$ cat src/rtl/tsc_defs.sv
// Shared ISA constants and helpers for the 16-bit TSC instruction encoder.
package tsc_defs;

  localparam logic [3:0] OP_RTYPE  = 4'd15;
  localparam logic [3:0] OP_JMP    = 4'd9;
  localparam logic [3:0] OP_JAL    = 4'd10;
  localparam logic [3:0] OP_I_LAST = 4'd8;

  // Field layout: op[15:12] rs[11:10] rt[9:8] rd[7:6] func[5:0] / imm8[7:0] / imm12[11:0]
  localparam int unsigned IMM_I_W = 8;
  localparam int unsigned IMM_J_W = 12;

  typedef enum logic [1:0] {
    FMT_I,
    FMT_R,
    FMT_J,
    FMT_ILL
  } fmt_e;

  typedef struct packed {
    logic        err;
    logic [15:0] instr;
  } fifo_entry_t;

  // Sign-extend the low w bits of v to 16 bits.
  function automatic logic [15:0] sign_extend(input logic [15:0] v, input int unsigned w);
    logic signed [15:0] s;
    s = $signed(v << (16 - w));
    return s >>> (16 - w);
  endfunction

endpackage

$ cat src/rtl/sync_fifo2.sv
// Two-entry FIFO of encoded words with error flag; flush empties it in one cycle.
module sync_fifo2
  import tsc_defs::*;
(
  input  logic        clk,
  input  logic        reset_n,
  input  logic        flush,
  input  logic        push,
  input  logic        pop,
  input  fifo_entry_t wdata,
  output fifo_entry_t rdata,
  output logic [1:0]  count
);

  fifo_entry_t mem_q [2];
  fifo_entry_t mem_d [2];
  logic        rd_ptr_q, rd_ptr_d;
  logic        wr_ptr_q, wr_ptr_d;
  logic [1:0]  count_q, count_d;
  logic        push_ok, pop_ok;

  assign push_ok = push && (count_q != 2'd2);
  assign pop_ok  = pop && (count_q != 2'd0);

  always_comb begin
    mem_d    = mem_q;
    rd_ptr_d = rd_ptr_q;
    wr_ptr_d = wr_ptr_q;
    count_d  = count_q;
    if (flush) begin
      rd_ptr_d = 1'b0;
      wr_ptr_d = 1'b0;
      count_d  = '0;
    end else begin
      if (push_ok) begin
        mem_d[wr_ptr_q] = wdata;
        wr_ptr_d        = ~wr_ptr_q;
      end
      if (pop_ok) rd_ptr_d = ~rd_ptr_q;
      count_d = count_q + {1'b0, push_ok} - {1'b0, pop_ok};
    end
  end

  always_ff @(posedge clk or negedge reset_n) begin
    if (!reset_n) begin
      mem_q[0] <= '0;
      mem_q[1] <= '0;
      rd_ptr_q <= 1'b0;
      wr_ptr_q <= 1'b0;
      count_q  <= '0;
    end else begin
      mem_q    <= mem_d;
      rd_ptr_q <= rd_ptr_d;
      wr_ptr_q <= wr_ptr_d;
      count_q  <= count_d;
    end
  end

  // Empty FIFO presents zeros so the word outputs read as 0 when nothing is held.
  assign rdata = (count_q != 2'd0) ? mem_q[rd_ptr_q] : '0;
  assign count = count_q;

endmodule

$ cat src/rtl/instr_encoder.sv
// Packs decoded TSC fields into 16-bit words, range-checks immediates, and
// streams them with sequential addresses through a 2-entry FIFO.
module instr_encoder
  import tsc_defs::*;
#(
  parameter int unsigned ADDR_W    = 8,
  parameter int unsigned BASE_ADDR = 0
) (
  input  logic              clk,
  input  logic              reset_n,
  input  logic              restart,
  input  logic              in_valid,
  output logic              in_ready,
  input  logic [3:0]        in_opcode,
  input  logic [1:0]        in_rs,
  input  logic [1:0]        in_rt,
  input  logic [1:0]        in_rd,
  input  logic [5:0]        in_func,
  input  logic [15:0]       in_imm,
  output logic              out_valid,
  input  logic              out_ready,
  output logic [15:0]       out_instr,
  output logic [ADDR_W-1:0] out_addr,
  output logic              out_err,
  output logic [7:0]        err_count
);

  localparam logic [ADDR_W-1:0] BASE = ADDR_W'(BASE_ADDR);

  fmt_e              fmt;
  fifo_entry_t       enc;
  fifo_entry_t       head;
  logic [1:0]        count;
  logic              push, pop;
  logic [ADDR_W-1:0] addr_q, addr_d;
  logic [7:0]        err_count_q, err_count_d;

  always_comb begin
    if (in_opcode == OP_RTYPE)                            fmt = FMT_R;
    else if (in_opcode == OP_JMP || in_opcode == OP_JAL)  fmt = FMT_J;
    else if (in_opcode <= OP_I_LAST)                      fmt = FMT_I;
    else                                                  fmt = FMT_ILL;
  end

  always_comb begin
    enc = '0;
    case (fmt)
      FMT_R: enc.instr = {in_opcode, in_rs, in_rt, in_rd, in_func};
      FMT_J: begin
        enc.instr = {in_opcode, in_imm[IMM_J_W-1:0]};
        enc.err   = (in_imm != sign_extend(in_imm, IMM_J_W));
      end
      FMT_I, FMT_ILL: begin
        enc.instr = {in_opcode, in_rs, in_rt, in_imm[IMM_I_W-1:0]};
        enc.err   = (fmt == FMT_ILL) || (in_imm != sign_extend(in_imm, IMM_I_W));
      end
    endcase
  end

  assign in_ready  = (count != 2'd2);
  assign out_valid = (count != 2'd0);
  assign push      = in_valid && in_ready && !restart;
  assign pop       = out_valid && out_ready && !restart;

  sync_fifo2 u_fifo (
    .clk     (clk),
    .reset_n (reset_n),
    .flush   (restart),
    .push    (push),
    .pop     (pop),
    .wdata   (enc),
    .rdata   (head),
    .count   (count)
  );

  always_comb begin
    addr_d      = addr_q;
    err_count_d = err_count_q;
    if (restart)  addr_d = BASE;
    else if (pop) addr_d = addr_q + 1'b1;
    if (push && enc.err && err_count_q != '1) err_count_d = err_count_q + 8'd1;
  end

  always_ff @(posedge clk or negedge reset_n) begin
    if (!reset_n) begin
      addr_q      <= BASE;
      err_count_q <= '0;
    end else begin
      addr_q      <= addr_d;
      err_count_q <= err_count_d;
    end
  end

  assign out_instr = head.instr;
  assign out_err   = head.err;
  assign out_addr  = addr_q;
  assign err_count = err_count_q;

endmodule
$ cat config.mk
export PLATFORM = sky130hd
export DESIGN_NAME = instr_encoder
export DESIGN_NICKNAME = d
export VERILOG_FILES = /design/src/rtl/tsc_defs.sv /design/src/rtl/sync_fifo2.sv /design/src/rtl/instr_encoder.sv
export SDC_FILE = /design/constraint.sdc
export NUM_CORES = 1
export LEC_CHECK = 0
export ABC_CLOCK_PERIOD_IN_PS = 3200
export BUFFER_PORTS_ARGS = -buffer_cell sky130_fd_sc_hd__buf_4
export CAP_MARGIN = 15
export CORE_UTILIZATION = 56
export CTS_BUF_LIST = sky130_fd_sc_hd__clkbuf_16
export DETAILED_ROUTE_END_ITERATION = 8
export PLACE_DENSITY = 0.84
export SYNTH_ARGS = -nofsm -noshare
export SYNTH_HDL_FRONTEND = slang
export SYNTH_SLANG_ARGS = --single-unit
$ cat constraint.sdc
create_clock -name clk -period 3.2 [get_ports clk]
set_clock_uncertainty 0.1 [all_clocks]
set_input_delay 0.48 -clock clk [delete_from_list [all_inputs] [get_ports clk]]
set_output_delay 0.48 -clock clk [all_outputs]
set_load 0.005 [all_outputs]
==> impl_metrics.csv, run 1 <==
group,metric,value,unit
status,outcome,"finished, violations left",
status,violations,"design-rule violations",
synthesis,synth_ff_type,"dfrtp_1",
place,detailed_place_hpwl,4026,um
synthesis,syn_inst,266,
synthesis,post_synth_and_or_nand_nor_area_fraction,0.1588,
layout,fin_nets,381,
worst_hold_path,min_path_type,"primary input to asynchronous set/reset pin",
synthesis,synth.mux.area_fraction,0.1346,
floorplanning,top_level_ports,72,
routing,avgViaCountPerCell,5.555,
clock_tree,insertion_delay,0.29,ns
synthesis,synth_sequential_area_ratio,0.5030,
power,vdd_drop_max,380.7,uV
synthesis,synth_xor_xnor_area_share,0.05543,
floorplanning,fp.coreArea,4474,sq um
synthesis,asyncSetResetFlopFracSynth,1.000,
synthesis,syn_area_per_cell,10.10,sq um
clock_tree,worst_path_clk_slew,0.07,ns
setup_path,arrival,2.56,ns
floorplanning,die-width,71.26,um
synthesis,yosysTopAreaCellShare,0.5030,
layout,final_area,3420,sq um
routing,drt_pre_antenna_iters,7,
sta,final-max-slew-violation-count,0,
setup_path,worstSetupEndpointType,"register",
clock_tree,clock_sinks,54,
sta,max-slew-margin-rel,0.3866,
setup_path,criticalPathCategory,"primary input to register",
routing,num_vias,2172,
floorplanning,floorplan.initialDensity,0.6004,
synthesis,largest_family_of_logic_cells_by_synthesized_area,"simple AND/OR/NAND/NOR gates",
floorplanning,die-area,5078,sq um
clock_tree,post_cts.repair.setup_buffers,0,
layout,non_filler_instances,391,
routing,detail_route.wl_per_cell,14.57,um
global_route,grt_start_max_net_pins,55,
setup_path,cp.required,3.27,ns
setup_path,worst-path-max-fanout,6,
global_route,overflow,0,
synthesis,compound_gate_portion_of_the_synthesized_area,0.09082,
clock_tree,htree_num_levels,2,
routing,finalWirelength,5697,um
setup_path,setup.worst_path.start_class,"primary input",
sta,post_route_fraction_of_the_period_consumed_by_the_critical_path,0.7767,
global_route,grt_usage,0.2416,
clock_tree,cts-hold-fix-buffers,0,
sta,fin_tns_setup,0,ns
floorplanning,chipHeight,71.26,um
routing,drt_first_iter_violations,111,
clock_tree,post_cts_resized,0,
global_route,grt_antenna_before_repair,0,
power,total_power,0.002393,W
synthesis,syn_area,2686,sq um
layout,drive_above_1_share,0.2861,
layout,area.growth.synth_to_final,27.29,%
sta,hold_viol,0,
sta,rsz0062_at_grt,"false",
power,leakage,1.672,nW
routing,routed.top_layer,"met4",
synthesis,mappedNetlistNets,309,
routing,met2RoutedLength,2890,um
clock_tree,cts_bufs_inserted,5,
floorplanning,row_count,24,
run,max-cap-violations,0,
clock_tree,clockRootBuffer,"clkbuf_16",
synthesis,synth_area_leaders,"dfrtp_1 50%, mux2i_1 9.7%, nor2_1 6.1%",
synthesis,netlist.top_cell.by_area,"dfrtp_1",
layout,num_antenna_cells,0,
place,placedInstanceArea,3278,sq um
place,port_buffers,71,
sta,final_period_minus_worst_setup_slack,2.485,ns
synthesis,ys_warn_count,0,
sta,worstMarginPinSlew,0.9179,ns
synthesis,synth_edf_count,0,
routing,drcViolationCount,4,
clock_tree,clk_path_buf_depth,2,
global_route,grt_first_pass_wirelength,9556,um
sta,max_clock_freq,402.3,MHz
power,p_per_area,699.9,nW/um^2
routing,met1_length,2480,um
place,placed_cells_incl_taps,383,
clock_tree,cts_tree,"yes",
place,place.gp.congestion,0.7525,
sta,total_of_endpoints_with_negative_setup_slack_in_the_final_report,0,
global_route,grt_pass1_vias,2143,
layout,layout.filler_cells,316,
synthesis,synth-seq-cells,54,
synthesis,synth_fa_ha_area_frac,0.02795,
synthesis,post_synth_num_cell_types,34,
routing,route.antenna.remaining_nets,0,
routing,wl_met3,285,um
## final cells by class
| type | instances | area, sq um | area share |
|---|---|---|---|
| inverter | 8 | 30.03 | 0.008782 |
| timing repair buffer | 76 | 570.5 | 0.1668 |
| tap | 52 | 65.06 | 0.01903 |
| clock buffer | 5 | 125.1 | 0.03659 |
| sequential | 54 | 1351 | 0.3952 |
| multi-input combinational | 193 | 1261 | 0.3688 |
| clock inverter | 3 | 16.27 | 0.004757 |
## path summary, 6_finish.rpt
path / from / end / slack (ns) / cells past startpoint
worst min register to register: u_fifo.mem_q[1] / u_fifo.mem_q[1] / 0.38 / 2
max in group asynchronous: reset_n / u_fifo.mem_q[33] / 2.44 / 1
min in group clk: in_opcode[3] / u_fifo.mem_q[32] / 0.36 / 2
worst max register to register: u_fifo.count[0] / u_fifo.mem_q[12] / 1.03 / 5
worst max-delay path: in_opcode[1] / err_count[1] / 0.71 / 8
worst min-delay path: reset_n / out_addr[6] / 0.12 / 1
## layer usage
metal,vias up,global-route usage
met5,-,0
met4,0,0.08000
met3,4,0.04079
met2,63,0.4275
met1,1042,0.3025
li1,1063,-
## logic make-up after synthesis
| logic type | after synthesis |
|---|---|
| buffers and inverters | 19 |
| flip-flops | 54 |
| AND/OR/NAND/NOR | 95 |
| XOR/XNOR | 17 |
| AO/OA/AOI/OAI | 40 |
| multiplexers | 35 |
| adder cells (fa/ha/maj) | 6 |
## synth_stat cells, types with 7 or more instances
cell,n
o21ai_0,13
nand4_1,7
nor2_1,44
dfrtp_1,54
mux2i_1,26
nand3_1,8
nand2_1,21
inv_1,8
a21oi_1,14
xor2_1,11
mux2_2,9
## through the flow
step	setup WS (ns)	utilization	hold slack (ns)
floorplan	0.6365	-	0.08441
global placement	0.4343	0.7327	0.3600
detailed placement	0.4090	0.7327	0.3699
CTS	0.7078	0.7643	0.1413
global route	0.6134	0.7643	0.1743
finish	0.7146	0.7643	0.1187
## flip-flops by register name, summed over array words and instances (netlist names)
signal	cells
err_count	8
out_addr	8
u_fifo.count	2
u_fifo.mem_q	34
u_fifo.rd_ptr_q	1
u_fifo.wr_ptr_q	1
## layout by cell type (no fill, tap or decap), types with 7 or more instances in the layout
cell type / Yosys / routed
nand3_1: 8 / 8
a21oi_1: 14 / 14
nor2_1: 44 / 44
o21ai_0: 13 / 13
nand4_1: 7 / 7
mux2_2: 9 / 9
nand2_1: 21 / 21
mux2i_1: 26 / 26
dfrtp_1: 54 / 54
inv_1: 8 / 8
xor2_1: 11 / 11
buf_4: 0 / 76
## critical path, cell delays in order
cell and delay [ns]:
buf_4 0.13, or3_1 0.35, and3_1 0.19, ha_1 0.30
o21bai_1 0.18, a311o_1 0.39, nor2_2 0.18, mux2_2 0.35
## report_power, final
group	switching (W)	total, W	internal (W)	leakage (nW)
clock	0.000237	0.000523	0.000286	0.0672
sequential	0.000176	0.00109	0.000915	0.670
combinational	0.000362	0.000780	0.000418	0.935
(Power assumes the default switching activity.)
==> run 2: changes to the inputs <==
- ABC_CLOCK_PERIOD_IN_PS: 3200 -> 2100
- CORE_UTILIZATION: 56 -> 47
- PLACE_DENSITY: 0.84 -> 0.75
- clock period: 3.2 -> 2.1 ns (I/O delays scaled with it)
==> run 2 against run 1 <==
Against the previous run:
- the flow now finishes without violations
- power up 62%
- via count up 3.6%
- die area up 19%
- critical path depth unchanged
- sequential power up 49%
- utilization down 9.9 points
- routed wire length up 6.8%
- setup slack worse by 0.71 ns
- register-to-register slack worse by 0.90 ns
- sequential share of layout area down 2.6 points
- critical endpoint unchanged
==> impl_metrics.csv, run 2 (synthesis results as in run 1) <==
group,metric,value,unit
sta,post_route_fraction_of_the_period_consumed_by_the_critical_path,0.9997,
layout,final_cell_mix,"86 x buf_4, 54 x dfrtp_1, 44 x nor2_1",
setup_path,regToRegSetupSlack,0.13,ns
power,total_switching_power,0.001199,W
floorplanning,row_count,27,
routing,num_vias,2250,
clock_tree,cts_bufs_inserted,5,
setup_path,rr_endpoint,"err_count[1]",
clock_tree,cts_tree,"yes",
routing,route.antenna.remaining_nets,0,
status,outcome,"finished clean",
clock_tree,insertion_delay,0.29,ns
routing,finalWirelength,6082,um
clock_tree,clockRootBuffer,"clkbuf_16",
setup_path,setup.worst_path.start_class,"primary input",
setup_path,worst-path-max-fanout,4,
sta,final_period_minus_worst_setup_slack,2.099,ns
layout,non_filler_instances,425,
setup_path,worstSetupEndpointType,"register",
layout,drive_above_1_share,0.3286,
clock_tree,clock_sinks,54,
place,placed_cells_incl_taps,413,
sta,max_clock_freq,476.3,MHz
layout,largest_register_ff_count,34,
floorplanning,fp.coreArea,5507,sq um
power,p_per_area,1057,nW/um^2
routing,drcViolationCount,0,
setup_path,reg2reg_from,"err_count[0]",
clock_tree,worst_path_clk_slew,0.07,ns
global_route,overflow,0,
layout,num_antenna_cells,0,
sta,hold_viol,0,
power,power.switching_fraction,0.3093,
layout,fin_nets,395,
global_route,grt_antenna_before_repair,0,
layout,layout.cells.most_common,"buf_4",
layout,area.sequential,1351,sq um
routing,drt_pre_antenna_iters,4,
layout,area.growth.synth_to_final,36.42,%
global_route,grt_usage,0.2136,
power,power.sequential.fraction,0.418,
run,max-cap-violations,0,
sta,setup_ws,0.0006934,ns
place,pre_cts_ws,-0.3949,ns
power,p_clk_frac,0.245,
setup_path,arrival,2.17,ns
power,vdd_drop_max,636.7,uV
global_route,grt_start_max_net_pins,55,
layout,layout.filler_cells,447,
sta,max-slew-margin-rel,0.5522,
setup_path,criticalPathCategory,"primary input to register",
power,leakage,1.775,nW
power,cell_internal_power_dissipation,0.002676,W
setup_path,worst_setup_path_endpoint,"err_count[1]",
place,port_buffers,71,
sta,rsz0062_at_grt,"true",
global_route,grt_first_pass_wirelength,10170,um
place,detailed_place_hpwl,4284,um
floorplanning,top_level_ports,72,
global_route,grt_pass1_vias,2175,
power,power.combinational.fraction,0.337,
floorplanning,die-width,77.60,um
floorplanning,die-area,6022,sq um
routing,detail_route.wl_per_cell,14.31,um
setup_path,cp-startpoint,"in_opcode[1]",
place,place.gp.congestion,0.8370,
sta,worstMarginPinSlew,0.6717,ns
floorplanning,chipHeight,77.60,um
layout,finalCoreUtilization,0.6655,
setup_path,cp.required,2.17,ns
sta,final-max-slew-violation-count,0,
clock_tree,htree_num_levels,2,
routing,drt_first_iter_violations,111,
sta,total_of_endpoints_with_negative_setup_slack_in_the_final_report,0,
layout,multi_input_area,1314,sq um
routing,avgViaCountPerCell,5.294,
layout,largest-register,"u_fifo.mem_q",
setup_path,rr_worst_depth,6,
clock_tree,clk_path_buf_depth,2,
floorplanning,floorplan.initialDensity,0.4878,
worst_hold_path,min_path_type,"primary input to register",
-- run 2: final cells by class --
class / instances / area share
sequential: 54 / 0.3687
inverter: 8 / 0.008194
clock inverter: 3 / 0.01297
clock buffer: 5 / 0.03414
multi-input combinational: 193 / 0.3585
tap: 72 / 0.02458
timing repair buffer: 90 / 0.1929
-- run 2: critical path, cell delays in order --
cell	delay [ns]
buf_6	0.09
or3_1	0.37
and3_4	0.17
ha_4	0.24
o21bai_4	0.17
a311o_1	0.34
nor2_4	0.16
mux2_4	0.31
-- run 2: metal layers --
layer	global-route usage	up-vias	wire, um
met5	0	-	0
met4	0.06415	0	76
met3	0.02941	10	366
met2	0.3673	82	3028
met1	0.2800	1064	2610
li1	-	1094	-
-- run 2: stage by stage --
| step | TNS (ns) | power [W] | area, sq um | hold slack, ns |
|---|---|---|---|---|
| 2_1_floorplan | -0.4172 | 0.002315 | 2708 | -0.08059 |
| 3_3_place_gp | -1.933 | 0.002885 | 3425 | 0.2982 |
| 3_5_place_dp | -2.561 | 0.002933 | 3425 | 0.2994 |
| 4_1_cts | -0.01424 | 0.003898 | 3650 | 0.1923 |
| 5_1_grt | -0.3227 | 0.004123 | 3665 | 0.1961 |
| 6_report | 0 | 0.003875 | 3665 | 0.1964 |
-- run 2: power groups by stage --
stage	Sequential, W	Combinational (W)	Clock, W
2_1_floorplan	0.00159	0.000722	0
3_3_place_gp	0.00163	0.00126	0
3_5_place_dp	0.00164	0.00129	0
4_1_cts	0.00162	0.00131	0.000960
5_1_grt	0.00167	0.00146	0.000994
6_report	0.00162	0.00130	0.000949
-- run 2: worst min path at each step --
| stage | startpoint | end | slack, ns | cells past startpoint |
|---|---|---|---|---|
| final | in_opcode[3] | u_fifo.mem_q[15] | 0.20 | 2 |
| after global routing | in_opcode[3] | u_fifo.mem_q[15] | 0.20 | 2 |
| after CTS | in_opcode[3] | u_fifo.mem_q[15] | 0.19 | 2 |
| after detailed placement | reset_n | err_count[0] | 0.30 | 1 |
| after global placement | reset_n | err_count[0] | 0.30 | 1 |
| after floorplan | reset_n | err_count[0] | -0.08 | 0 |
-- run 2: what timing repair did --
| action | in CTS | in global routing |
|---|---|---|
| hold endpoints to repair | 32 | 0 |
| hold buffers | 1 | 0 |
| gates cloned | 0 | 0 |
| endpoints found under the setup margin | 5 | 6 |
| gates resized for setup | 6 | 0 |
| pin swaps | 1 | 0 |
| buffers inserted | 1 | 2 |
==> run 3: changes to the inputs <==
- GPL_ROUTABILITY_DRIVEN: default -> 0
- GPL_TIMING_DRIVEN: default -> 0
==> run 3 against run 2 <==
Against the previous run:
- hold slack got worse by 0.074 ns
- combinational power is 4% lower
- power is 5.1% lower
- utilization shrank 2.0 points
- count of clock-buffer cells in the layout is the same
- global-route usage grew 0.13 points
- critical endpoint is now err_count[5]
- non-clock buffer count is 4 lower
==> impl_metrics.csv, run 3 (synthesis results as in run 1) <==
group,metric,value,unit
routing,drt_first_iter_violations,135,
floorplanning,top_level_ports,72,
sta,post_route_fraction_of_the_period_consumed_by_the_critical_path,0.9950,
clock_tree,clk_path_buf_depth,2,
setup_path,timing.critical_path.slowest_cell_delay,0.35,ns
status,outcome,"finished clean",
power,vdd_drop_max,623.8,uV
sta,rsz0062_at_grt,"true",
sta,finalHoldWorstSlack,0.1223,ns
setup_path,worst-path-max-fanout,3,
routing,drt_pre_antenna_iters,4,
sta,setup_ws,0.01057,ns
layout,finalCoreUtilization,0.6458,
setup_path,arrival,2.16,ns
clock_tree,cts_bufs_inserted,5,
worst_hold_path,worst_hold_path_startpoint,"restart",
floorplanning,row_count,27,
setup_path,worstSetupEndpointType,"register",
routing,avgViaCountPerCell,5.276,
setup_path,critPathTopFamily,"simple AND/OR/NAND/NOR gates",
sta,hold_viol,0,
setup_path,setup.worst_path.start_class,"primary input",
clock_tree,clockRootBuffer,"clkbuf_16",
setup_path,criticalPathCategory,"primary input to register",
floorplanning,chipHeight,77.60,um
floorplanning,floorplan.initialDensity,0.4878,
floorplanning,fp.coreArea,5507,sq um
clock_tree,worst_path_clk_slew,0.07,ns
worst_hold_path,min_path_type,"primary input to register",
routing,drcViolationCount,0,
global_route,grt_usage,0.2149,
setup_path,cp-startpoint,"in_opcode[1]",
sta,final-max-slew-violation-count,0,
clock_tree,htree_num_levels,2,
sta,max-slew-margin-rel,0.5481,
setup_path,crit_path_cell_trace,"buf_8 -> or3_1 -> and3_4 -> ha_4 -> o21bai_4 -> a311o_1 -> nor3_4 -> nand3_1 -> xnor2_1",
place,port_buffers,71,
routing,route.antenna.remaining_nets,0,
layout,drive_above_1_share,0.3046,
clock_tree,insertion_delay,0.29,ns
clock_tree,clock_sinks,54,
layout,area.growth.synth_to_final,32.37,%
setup_path,critPathSlowestCell,"or3_1",
power,total_power,0.003676,W
place,pre_cts_ws,-0.3845,ns
global_route,overflow,0,
global_route,grt_start_max_net_pins,55,
sta,final_period_minus_worst_setup_slack,2.089,ns
routing,finalWirelength,6223,um
setup_path,cp.required,2.17,ns
run,max-cap-violations,0,
layout,largest-register,"u_fifo.mem_q",
setup_path,critical_path.n_buffers_inverters,1,
global_route,grt_first_pass_wirelength,9991,um
layout,fin_nets,391,
setup_path,reg2reg_from,"err_count[0]",
sta,worstMarginPinSlew,0.6779,ns
global_route,grt_antenna_before_repair,0,
sta,max_clock_freq,478.6,MHz
sta,total_of_endpoints_with_negative_setup_slack_in_the_final_report,0,
clock_tree,cts_tree,"yes",
routing,num_vias,2216,
power,p_per_area,1034,nW/um^2
layout,final_cell_mix,"73 x buf_4, 54 x dfrtp_1, 43 x nor2_1",
floorplanning,die-width,77.60,um
layout,num_antenna_cells,0,
layout,largest_register_ff_count,34,
place,detailed_place_hpwl,4398,um
floorplanning,die-area,6022,sq um
layout,non_filler_instances,420,
power,leakage,1.720,nW
global_route,grt_pass1_vias,2157,
place,placed_cells_incl_taps,409,
layout,layout.cells.most_common,"buf_4",
routing,detail_route.wl_per_cell,14.82,um
## run 3: per-stage QoR
step / TNS [ns] / area (sq um)
floorplan: -0.4172 / 2708
global placement: -3.131 / 3331
detailed placement: -3.814 / 3331
CTS: 0 / 3538
global route: -0.1064 / 3556
finish: 0 / 3556
## run 3: area by class of cell
type | count | area [sq um]
Buffer | 11 | 55.05
Clock buffer | 5 | 125.1
Clock inverter | 2 | 11.26
Fill cell | 464 | 1951
Inverter | 8 | 30.03
Multi-Input combinational cell | 193 | 1316
Sequential cell | 54 | 1351
Tap cell | 72 | 90.09
Timing Repair Buffer | 75 | 576.8
## run 3: power breakdown
part	total, W	leakage (nW)	switching, W	internal [W]
combinational	0.00125	0.983	0.000589	0.000666
clock	0.000791	0.0671	0.000360	0.000431
sequential	0.00163	0.670	0.000236	0.00139
## run 3: timing repair
action,in CTS,in global routing
pin swaps,1,0
setup buffers,3,0
cloned,0,0
hold buffers,1,0
endpoints found under the hold margin,54,0
resized for setup,10,6
endpoints found under the setup margin,16,9
## run 3: path summary, 6_finish.rpt
kind                                    to  slack [ns]  cells after the start
min reg2reg                u_fifo.mem_q[2]        0.38                      2
min in group asynchronous     err_count[5]        0.49                      2
min                            out_addr[1]        0.12                      2
max                           err_count[5]        0.01                      9
max reg2reg                   err_count[5]        0.13                      7
max in group asynchronous      out_addr[5]        0.95                      2
## run 3: metal layers
| metal | up-vias | wire [um] | track usage |
|---|---|---|---|
| li1 | 1080 | - | - |
| met1 | 1068 | 2687 | 0.2612 |
| met2 | 60 | 3144 | 0.3717 |
| met3 | 8 | 308 | 0.04824 |
| met4 | 0 | 83 | 0.07925 |
| met5 | - | 0 | 0 |
